**config.mk**
```make
export PLATFORM = sky130hd
export DESIGN_NAME = rule_stream_arb
export DESIGN_NICKNAME = d
export VERILOG_FILES = /design/src/rtl/rule_arb_pkg.sv /design/src/rtl/rr_pick.sv /design/src/rtl/rule_stream_arb.sv
export SDC_FILE = /design/constraint.sdc
export NUM_CORES = 1
export LEC_CHECK = 0
export CAP_MARGIN = 5
export CELL_PAD_IN_SITES_DETAIL_PLACEMENT = 0
export CELL_PAD_IN_SITES_GLOBAL_PLACEMENT = 1
export CORE_AREA = 4 4 265 267
export DETAILED_ROUTE_END_ITERATION = 8
export DIE_AREA = 0 0 269 271
export DONT_BUFFER_PORTS = 1
export PLACE_DENSITY_LB_ADDON = 0.25
export SKIP_LAST_GASP = 1
export SLEW_MARGIN = 0
export SYNTH_ARGS = -nofsm -noshare
export SYNTH_HDL_FRONTEND = slang
export SYNTH_SLANG_ARGS = --single-unit
export TNS_END_PERCENT = 10
```
**constraint.sdc**
```tcl
create_clock -name clk -period 2 [get_ports clk]
set_input_delay 0.2 -clock clk [delete_from_list [all_inputs] [get_ports clk]]
set_output_delay 0.2 -clock clk [all_outputs]
set_load 0.01 [all_outputs]
```
**src/rtl/rule_arb_pkg.sv**
```systemverilog
// Shared defaults and FSM state type for the packet-atomic rule stream arbiter.
package rule_arb_pkg;

  localparam int DEF_NUM_IN  = 4;
  localparam int DEF_DATA_W  = 128;
  localparam int DEF_EMPTY_W = 4;
  localparam int DEF_SRC_W   = $clog2(DEF_NUM_IN);

  typedef enum logic {
    ARB_IDLE = 1'b0,
    ARB_BUSY = 1'b1
  } arb_state_t;

endpackage

```
**src/rtl/rr_pick.sv**
```systemverilog
// Rotating-priority encoder: first requester after 'last', wrapping modulo NUM_IN.
module rr_pick #(
  parameter int NUM_IN = 4,
  parameter int SRC_W  = $clog2(NUM_IN)
) (
  input  logic [NUM_IN-1:0] req,
  input  logic [SRC_W-1:0]  last,
  output logic [SRC_W-1:0]  gnt_idx,
  output logic              gnt_any
);

  // Walk from lowest to highest priority so the nearest requester after 'last' wins.
  always_comb begin
    gnt_idx = '0;
    gnt_any = 1'b0;
    for (int k = NUM_IN; k >= 1; k--) begin
      if (req[SRC_W'((int'(last) + k) % NUM_IN)]) begin
        gnt_idx = SRC_W'((int'(last) + k) % NUM_IN);
        gnt_any = 1'b1;
      end
    end
  end

endmodule

```
**src/rtl/rule_stream_arb.sv**
```systemverilog
// Packet-atomic round-robin merge of NUM_IN rule-match streams onto one registered
// ready/valid stream; the grant is held from the first beat until eop.
module rule_stream_arb
  import rule_arb_pkg::*;
#(
  parameter  int NUM_IN  = DEF_NUM_IN,
  parameter  int DATA_W  = DEF_DATA_W,
  parameter  int EMPTY_W = DEF_EMPTY_W,
  localparam int SRC_W   = $clog2(NUM_IN)
) (
  input  logic                      clk,
  input  logic                      rst_n,
  input  logic [NUM_IN-1:0]         in_sop,
  input  logic [NUM_IN-1:0]         in_eop,
  input  logic [NUM_IN*EMPTY_W-1:0] in_empty,
  input  logic [NUM_IN-1:0]         in_valid,
  input  logic [NUM_IN*DATA_W-1:0]  in_data,
  output logic [NUM_IN-1:0]         in_ready,
  output logic                      out_sop,
  output logic                      out_eop,
  output logic [EMPTY_W-1:0]        out_empty,
  output logic                      out_valid,
  output logic [DATA_W-1:0]         out_data,
  output logic [SRC_W-1:0]          out_src,
  input  logic                      out_ready,
  output logic                      err_proto,
  output arb_state_t                dbg_state
);

  // Handshake: a beat moves on a port in every cycle where valid and ready are both
  // high at the rising edge; out_* never change while out_valid is high and
  // out_ready is low.

  arb_state_t         state, state_nxt;
  logic [SRC_W-1:0]   cur, cur_nxt;
  logic [SRC_W-1:0]   last, last_nxt;
  logic               first_beat, first_beat_nxt;
  logic [SRC_W-1:0]   pick_idx;
  logic               pick_any;
  logic               slot_free;
  logic               accept;
  logic               frame_bad;

  logic [DATA_W-1:0]  data_arr  [NUM_IN];
  logic [EMPTY_W-1:0] empty_arr [NUM_IN];

  for (genvar g = 0; g < NUM_IN; g++) begin : g_unpack
    assign data_arr[g]  = in_data[g*DATA_W +: DATA_W];
    assign empty_arr[g] = in_empty[g*EMPTY_W +: EMPTY_W];
  end

  assign slot_free = !out_valid || out_ready;
  assign dbg_state = state;

  rr_pick #(
    .NUM_IN (NUM_IN),
    .SRC_W  (SRC_W)
  ) u_pick (
    .req     (in_valid),
    .last    (last),
    .gnt_idx (pick_idx),
    .gnt_any (pick_any)
  );

  // Only the very first beat of a grant may carry sop.
  assign frame_bad = first_beat ? !in_sop[cur] : in_sop[cur];

  always_comb begin
    state_nxt      = state;
    cur_nxt        = cur;
    last_nxt       = last;
    first_beat_nxt = first_beat;
    in_ready       = '0;
    accept         = 1'b0;
    case (state)
      ARB_IDLE: begin
        if (pick_any) begin
          cur_nxt        = pick_idx;
          first_beat_nxt = 1'b1;
          state_nxt      = ARB_BUSY;
        end
      end
      ARB_BUSY: begin
        in_ready = slot_free ? (NUM_IN'(1) << cur) : '0;
        accept   = slot_free && in_valid[cur];
        if (accept) begin
          first_beat_nxt = 1'b0;
          if (in_eop[cur]) begin
            last_nxt  = cur;
            state_nxt = ARB_IDLE;
          end
        end
      end
      default: state_nxt = ARB_IDLE;
    endcase
  end

  always_ff @(posedge clk or negedge rst_n) begin
    if (!rst_n) begin
      state      <= ARB_IDLE;
      cur        <= '0;
      last       <= SRC_W'(NUM_IN - 1);
      first_beat <= 1'b0;
    end else begin
      state      <= state_nxt;
      cur        <= cur_nxt;
      last       <= last_nxt;
      first_beat <= first_beat_nxt;
    end
  end

  always_ff @(posedge clk or negedge rst_n) begin
    if (!rst_n) begin
      out_sop   <= 1'b0;
      out_eop   <= 1'b0;
      out_empty <= '0;
      out_valid <= 1'b0;
      out_data  <= '0;
      out_src   <= '0;
      err_proto <= 1'b0;
    end else begin
      err_proto <= accept && frame_bad;
      if (accept) begin
        out_sop   <= in_sop[cur];
        out_eop   <= in_eop[cur];
        out_empty <= empty_arr[cur];
        out_data  <= data_arr[cur];
        out_src   <= cur;
        out_valid <= 1'b1;
      end else if (slot_free) begin
        out_valid <= 1'b0;
      end
    end
  end

endmodule

```
==> results of run 1 <==
## metrics by stage
stage / setup TNS [ps] / hold slack, ps / cell area, um2
floorplan: 0 / -95.59 / 8773
global placement: -173.3 / -90.13 / 10030
detailed placement: -945.0 / -90.61 / 10030
CTS: -684.4 / -645.0 / 10700
global route: -3489 / -637.1 / 10780
finish: 0 / -570.6 / 10780
## kinds of logic after synthesis
family,after synthesis,synth area share
muxes,271,0.5281
DFF,144,0.4110
buffers and inverters,52,0.03865
and+or+nand+nor,20,0.01055
AOI/OAI and AO/OA,15,0.01070
xor gates and xnor gates,1,0.0009985
## final timing paths
kind / to / cells past startpoint / slack, ps / from
setup / recovery: out_data[57] / 5 / 3 / cur[0]
min in group clk: cur[1] / 3 / 70 / in_valid[3]
max in group asynchronous: cur[0] / 0 / 2070 / rst_n
hold / removal: out_data[12] / 0 / -570 / rst_n
setup reg to reg: out_data[57] / 5 / 3 / cur[0]
hold reg to reg: first_beat / 1 / 500 / first_beat
## power groups by stage
stage                     combinational (mW)  clock [mW]  sequential, mW
after floorplan                         6.92           0            5.96
after global placement                  8.68           0            6.83
after detailed placement                8.76           0            6.77
after CTS                               8.96        3.42            6.74
after global routing                    9.67        3.52            6.84
final                                   8.84        3.19            6.65
## Yosys cell counts, types with 2 or more instances
library cell	number	share of area
clkbuf_1	14	0.0060
a21oi_1	2	0.0011
buf_12	2	0.0046
dfstp_2	2	0.0060
o21ai_0	6	0.0034
nand2_1	8	0.0034
mux4_2	135	0.35
buf_2	17	0.0097
mux2_1	76	0.098
mux2_4	17	0.029
mux2_2	41	0.053
buf_4	5	0.0043
nor2_1	5	0.0021
inv_1	4	0.0017
mux2i_1	2	0.0023
nor3_1	2	0.0011
dfrtp_1	142	0.41
buf_6	8	0.010
## layer usage
metal,vias up,GRT usage,share of wire
li1,2105,-,-
met1,2823,0.1036,0.38
met2,356,0.1562,0.51
met3,37,0.04338,0.098
met4,6,0.03494,0.017
met5,-,0.004730,0.0013
## critical path, delay by kind of cell (launching register included)
| kind | cells | cell delay [ps] |
|---|---|---|
| DFF | 1 | 450 |
| and+or+nand+nor | 1 | 160 |
| buffers and inverters | 2 | 360 |
| muxes | 2 | 870 |
## cell type report
cell class / instances / share of cell area
tap: 882 / 0.1023
multi-input combinational: 307 / 0.4499
sequential: 144 / 0.3351
inverter: 4 / 0.001741
antenna: 9 / 0.002089
clock inverter: 14 / 0.01149
timing repair buffer: 46 / 0.05755
clock buffer: 18 / 0.03980
## registers in the layout, summed over array words and instances (netlist names), 2 cells and up
signal and flops:
out_data 128, out_empty 4, cur 2, last 2, out_src 2
## repair_timing
action                                  in CTS  in global routing
endpoints found under the setup margin      60                113
cloned                                       1                  1
resized for setup                            8                  2
setup buffers                                2                  1
endpoints found under the hold margin      147                144
==> impl_results.md, run 1 <==
* EDFF count, synth at 0
* Root Buffer: clkbuf_16
* Non-Filler Instances at 1424
* Hold Slack at -570.6 ps
* Pin count of the biggest net entering global routing at 145
* Failing checks: negative hold slack
* Static leakage at 3.900 nW
* Post-layout minimum cycle time at around 2000 ps
* Final ANT Viol Nets at 0
* Vias per cell at 3.741
* First-pass DRT Iterations at 4
* Ys async rst share at 1.000
* Slew HR at 0.6465
* Final Hold Viols at 144
* Sequential share of power at 0.356
* Synth cell types at 33
* Combinational power share at 0.473
* Peak Freq at 500.8 MHz
* Final worst slack at 3.342 ps
* Via count of the routed design at roughly 5.3k
* Leading cell type in the layout, fill and taps excluded: dfrtp_1
* Clock buffer count from CTS at 17
* Area of the multi-input gates at 4851 um2
* Post-Syn Instances at 503
* Placer Congestion at 0.8398
* Io pins at 686
* Crit-path slowest cell: mux4_2
* Sink Count at 144
* Arr. time, crit path at around 2300 ps
* Sw power at 7.188 mW
* Clock share of power at 0.171
* Total track usage at 0.09358
* Sequential fraction of the synthesis area at 0.4110
* Wire length per cell at ~25 um
* Pwr Total at 18.68 mW
* Worst-path fanout max at 17
* Die Y-Extent at 271 um
* Fillers at roughly 7.4k
* Max Slew Vio Count at 0
* Area of the core at 68110 um2
* Fraction of layout cells with a size suffix above 1 at 0.5159
* CTS hold repair buffers at 4
* Post-synthesis cell area at 8773 um2
* Primary FF master, synth: dfrtp_1
* Int Pwr at 11.49 mW
* H-tree Lvls at 4
* Area grow syn2layout at 22.90%
* Syn. warnings at 0
* Routed WL at about 35 mm
* End-of-flow core utilization at 0.1583
* Worst hold path class: input port to asynchronous set/reset pin
* Power Dens Cells at approximately 1700 nW/um2
* Vias in the first global route at just over 6k
* Syn Nets at 1046
* Synthesized flop and latch total at roughly 140
* Storage cell area at 3613 um2
* Placed Cells at 1374
* Critical path type: flip-flop to flip-flop
* Row cnt at 96
* Dpl ws at -55.69 ps
* Initial antenna violation count at 13
* Drt drc at 0
* CTS tree: built
* First DRT Iteration DRCs at 294
* First-pass GRT wire length at between 40 and 50 mm
* Setup crit end kind: flip-flop
* Starting Density at 0.1288
* Req. time, crit path at 2340 ps
* NumNets Final at 1063
* VDD IR max at 0.4838 mV
* Switching fraction of total power at 0.3847
* Final period util at 0.9983
* Critical-path cell list: mux4_2 -> nand3_4 -> buf_12 -> buf_12 -> mux2_1
* DIE AREA at 72900 um2
* Worst-path clk slew at 80 ps
* Most frequent cells in the layout: 140 x dfrtp_1, 135 x mux4_2, 76 x mux2_1, 41 x mux2_2, 23 x buf_4
* Setup violators final at 0
* Mean post-synth cell area at 17.44 um2
* IO buf count at 0
* Startpoint Class: flip-flop
* Status: finished, violations left
* Skew-Pair Late Insertion Delay at ~470 ps
* Worst-margin pin slew at 530.2 ps
* Die X at between 200 and 300 um
* Gr ovfl total at 0
* Crit path top cell by count: buf_12
* Maxcap violations at 0
* Worst-case clock buffer depth at 2
* Crit path largest cell delay at 550 ps
* Layout Skew at 9.299 ps
* Final HPWL DP at 28.44 mm
* RSZ-0062 raised after global routing: true
Note: power is estimated with default switching activity, not from simulation.
==> inputs of run 2 (changes only) <==
Clock period 2 ns to 2.3 ns, I/O delays scaled along.
==> run 2 against run 1 <==
The flow still finishes with violations (negative hold slack). Utilization is 0.48 points lower. Sequential share of layout area is 1.1 points higher. Sequential power is 12% lower. Setup slack better by 170 ps. Global-route usage is 0.35 points lower. Combinational power is 22% lower. Total power is 16% lower. Via count is 1.1% lower. Register-to-register slack better by 170 ps.
==> impl_results.md, run 2 (synthesized netlist as in run 1, its figures left out) <==
* Status: finished, violations left
* Failing checks: negative hold slack
* Critical-path cell list: buf_12 -> buf_12 -> mux4_2 -> mux2_1
* Peak Freq at 470.9 MHz
* Post-layout minimum cycle time at ~2100 ps
* Area of the core at 68110 um2
* CTS hold repair buffers at 4
* Hold Slack at -532.6 ps
* Critical path type: flip-flop to flip-flop
* Die Y-Extent at 271 um
* Crit path top cell by count: buf_12
* First-pass DRT Iterations at 4
* Routed WL at around 34 mm
* Vias in the first global route at approximately 6.1k
* H-tree Lvls at 4
* Final period util at 0.9232
* Crit path largest cell delay at ~600 ps
* Worst-path clk slew at 70 ps
* Crit-path slowest cell: mux4_2
* Largest register FFs at 128
* Gr ovfl total at 0
* Final ANT Viol Nets at 0
* RSZ-0062 raised after global routing: false
* Io pins at 686
* Drt drc at 0
* Most frequent cells in the layout: 140 x dfrtp_1, 135 x mux4_2, 76 x mux2_1, 41 x mux2_2
* Power Dens Cells at 1496 nW/um2
* Startpoint Class: flip-flop
* Worst-path fanout max at 40
* Starting Density at 0.1288
* Vias per cell at about 3.8
* Max Slew Vio Count at 0
* Sink Count at between 100 and 150
* Maxcap violations at 0
* Die X at 269 um
* Leading cell type in the layout, fill and taps excluded: dfrtp_1
* Req. time, crit path at roughly 2700 ps
* VDD IR max at 0.9913 mV
* Clock buffer count from CTS at 17
* Row cnt at 96
* Root Buffer: clkbuf_16
* First-pass GRT wire length at approximately 46 mm
* Most flop-heavy register: out_data
* IO buf count at 0
* NumNets Final at 1036
* DIE AREA at 72900 um2
* Setup TNS at 0 ps
* Wire length per cell at 24.38 um
* Skew-Pair Late Insertion Delay at 460 ps
* Static leakage at 3.739 nW
* Fraction of layout cells with a size suffix above 1 at 0.4822
* Total track usage at 0.09008
* Final Hold Viols at 144
* CTS tree: built
* Largest registers: out_data x128, out_empty x4
* Worst-case clock buffer depth at 2
* Setup violators final at 0
* R2R depth at 4
* Pin count of the biggest net entering global routing at 145
* Dpl ws at 239.4 ps
* Via count of the routed design at 5268
* Final worst slack at 176.6 ps
* Final HPWL DP at 27.16 mm
* Slew HR at 0.3861
* Critical path's top delay family: multiplexers
* Placer Congestion at 0.8299
* Arr. time, crit path at roughly 2500 ps
* Worst hold path class: input port to asynchronous set/reset pin
* WP buf/inv at 2
* Layout Skew at 14.27 ps
* Initial antenna violation count at 11
* Setup crit end kind: flip-flop
* First DRT Iteration DRCs at 237
* CP Depth at 4
* Worst-margin pin slew at 912.5 ps
* Area grow syn2layout at 19.17%
[run 2: cell count changes in the layout (fill, tap and decap cells not counted), moves of 2 or more]
cell,previous run,this run
buf_12,15,7
buf_16,3,1
buf_4,23,6
bufinv_16,0,2
clkinv_2,0,2
clkinv_4,3,1
diode_2,9,6
inv_6,6,3
[run 2: metrics by stage]
step	std cells	power [mW]	util	hold slack [ps]	area [um2]
2_1_floorplan	503	11.20	-	-65.59	8773
3_3_place_gp	1351	12.90	0.1435	-58.46	9773
3_5_place_dp	1351	12.91	0.1435	-58.71	9773
4_1_cts	1388	16.13	0.1533	-607.8	10440
5_1_grt	1392	16.78	0.1534	-596.3	10450
6_report	1394	15.64	0.1535	-532.6	10460
[run 2: area by class of cell]
class / count / area, um2
inverters: 4 / 15.01
multi-input cells: 307 / 4836
diodes: 6 / 15.01
clock buffers: 18 / 429.2
fillers: 7377 / 57650
repair buffers: 19 / 285.3
flip-flops and latches: 144 / 3613
well taps: 882 / 1104
clock inverters: 14 / 157.7
[run 2: path summary, 6_finish.rpt]
check / startpoint / endpoint / slack (ps)
min in group clk: in_valid[3] / first_beat / 70
min reg2reg: last[0] / last[0] / 490
max in group asynchronous: rst_n / last[0] / 2490
max reg2reg: cur[0] / out_data[27] / 180
max: cur[0] / out_data[27] / 180
min: rst_n / out_data[17] / -530
[run 2: per-layer routing]
metal,track usage,vias to the layer above,share of wire
met5,0,-,0.0020
met1,0.1005,2816,0.37
li1,-,2052,-
met2,0.1533,349,0.52
met3,0.04047,41,0.096
met4,0.02848,10,0.015
[run 2: where the power goes]
part / internal [mW] / total (mW) / leakage, nW / switching, mW
sequential: 3.94 / 5.82 / 1.68 / 1.88
combinational: 4.08 / 6.89 / 1.78 / 2.81
clock: 1.62 / 2.93 / 0.277 / 1.31
total: 9.64 / 15.6 / 3.74 / 6.00
[run 2: repair_timing]
item                                    in CTS  in global routing
resized for setup                            1                  0
buffers inserted                             0                  0
endpoints found under the setup margin       2                  0
endpoints found under the hold margin      147                144
==> inputs of run 3 (changes only) <==
Clock period 2.3 ns to 2.45 ns, I/O delays scaled along.
==> run 3 against run 2 <==
The flow still finishes with violations (negative hold slack). Routed wire length is 1.1% lower. Total power is 7.3% lower. Clock power is 8.5% lower. Global-route usage is 0.31 points lower. Critical path depth stayed put. Critical endpoint is now out_data[43]. Non-clock buffer count is 4 lower. Cell area is 0.73% lower. Largest power group unchanged. Sequential power is 6.7% lower. First-iteration DRC count is 14% higher. Combinational power is 7.4% lower.
==> impl_results.md, run 3 (synthesized netlist as in run 1, its figures left out) <==
* Status: finished, violations left
* Failing checks: negative hold slack
* Starting Density at 0.1288
* Area of the core at slightly below 70000 um2
* Layout Skew at 12.85 ps
* Drt drc at 0
* Clock buffer count from CTS at 17
* Io pins at 686
* Setup TNS at 0 ps
* Fraction of layout cells with a size suffix above 1 at 0.4821
* Skew-Pair Late Insertion Delay at about 460 ps
* Storage cell area at between 3000 and 4000 um2
* Sw power at 5.606 mW
* Die X at 269 um
* Final ANT Viol Nets at 0
* Vias per cell at 3.740
* Req. time, crit path at between 2000 and 3000 ps
* Hold Slack at -518.0 ps
* Worst-case clock buffer depth at 2
* Placer Congestion at 0.8203
* Sequential share of power at 0.375
* Pin count of the biggest net entering global routing at 145
* Setup crit end kind: flip-flop
* Critical path type: flip-flop to flip-flop
* Switching fraction of total power at 0.3866
* Final Hold Viols at 144
* Leading cell type in the layout, fill and taps excluded: dfrtp_1
* Root Buffer: clkbuf_16
* H-tree Lvls at 4
* Worst hold path class: input port to asynchronous set/reset pin
* Setup violators final at 0
* Worst-margin pin slew at 899.7 ps
* Maxcap violations at 0
* RSZ-0062 raised after global routing: false
* CTS hold repair buffers at 3
* Final HPWL DP at 26.86 mm
* Gr ovfl total at 0
* Post-route cell area at 10380 um2
* Via count of the routed design at 5184
* Total track usage at 0.08699
* Area grow syn2layout at 18.30%
* Max Slew Vio Count at 0
* First DRT Iteration DRCs at around 270
* Post-place instance area at 9726 um2
* Routed WL at between 30 and 40 mm
* First-pass DRT Iterations at 6
* Die Y-Extent at 271 um
* Largest register FFs at 128
* Post-layout minimum cycle time at 2126 ps
* Initial antenna violation count at 5
* Final period util at 0.8679
* Peak Freq at 470.3 MHz
* First-pass GRT wire length at around 45 mm
* Arr. time, crit path at around 2500 ps
* IO buf count at 0
* VDD IR max at 0.9339 mV
* DIE AREA at around 73000 um2
* Non-Filler Instances at 1386
* Power Dens Cells at 1397 nW/um2
* Worst-path clk slew at 70 ps
* Row cnt at 96
* NumNets Final at 1032
* Most flop-heavy register: out_data
* Int Pwr at 8.895 mW
* # Post-CTS Setup Buffers at 0
* Largest registers: out_data x128, out_empty x4
* Fillers at roughly 7.4k
* Area of the multi-input gates at 4836 um2
* Clock share of power at 0.185
* Most frequent cells in the layout: 140 x dfrtp_1, 135 x mux4_2, 76 x mux2_1, 41 x mux2_2, 18 x clkbuf_16
* Combinational power share at 0.440
* Wire length per cell at 24.25 um
* Slew HR at 0.3947
* Worst-path fanout max at 55
* Static leakage at 3.707 nW
* Startpoint Class: flip-flop
* Vias in the first global route at 5889
* CTS tree: built
* Placed Cells at 1348
* Sink Count at 144
run 3: power groups by stage:
stage	clock, mW	sequential [mW]	combinational, mW
2_1_floorplan	0	4.86	5.65
3_3_place_gp	0	5.60	6.40
3_5_place_dp	0	5.54	6.44
4_1_cts	2.87	5.51	6.49
5_1_grt	2.94	5.60	6.97
6_report	2.68	5.43	6.38
run 3: worst paths after layout:
path	depth (start not counted)	end	slack [ps]	startpoint
max	4	out_data[43]	320	cur[0]
max in group asynchronous	0	last[1]	2650	rst_n
max reg2reg	4	out_data[43]	320	cur[0]
min reg2reg	2	last[0]	500	last[0]
min in group clk	2	cur[0]	100	in_valid[0]
min	0	out_data[26]	-520	rst_n
run 3: critical path, stage by stage (launching register included):
cell     delay (ps)
dfrtp_4         510
mux4_2          580
nand3_4         140
buf_12          300
mux2_1          370
run 3: layout make-up:
cell class,count,area share
clock inverter,14,0.01410
antenna,2,0.0004822
tap,882,0.1063
inverter,4,0.001447
clock buffer,18,0.04231
multi-input combinational,307,0.4659
timing repair buffer,15,0.02122
sequential,144,0.3482
run 3: layer usage:
metal	vias to the layer above	wire length, um	global-route usage
met3	30	3562	0.03647
li1	2035	-	-
met2	367	17220	0.1472
met5	-	47	0
met1	2746	12250	0.09783
met4	6	535	0.03123
run 3: through the flow:
stage	total power, mW	util	setup WS [ps]
2_1_floorplan	10.51	-	593.6
3_3_place_gp	12.01	0.1428	395.1
3_5_place_dp	11.98	0.1428	393.3
4_1_cts	14.87	0.1520	22.56
5_1_grt	15.52	0.1523	149.4
6_report	14.50	0.1524	323.6
run 3: what timing repair did:
action,4_1_cts,5_1_grt
gates cloned,0,1
resized for setup,1,0
endpoints found under the hold margin,146,144
endpoints found under the setup margin,1,2
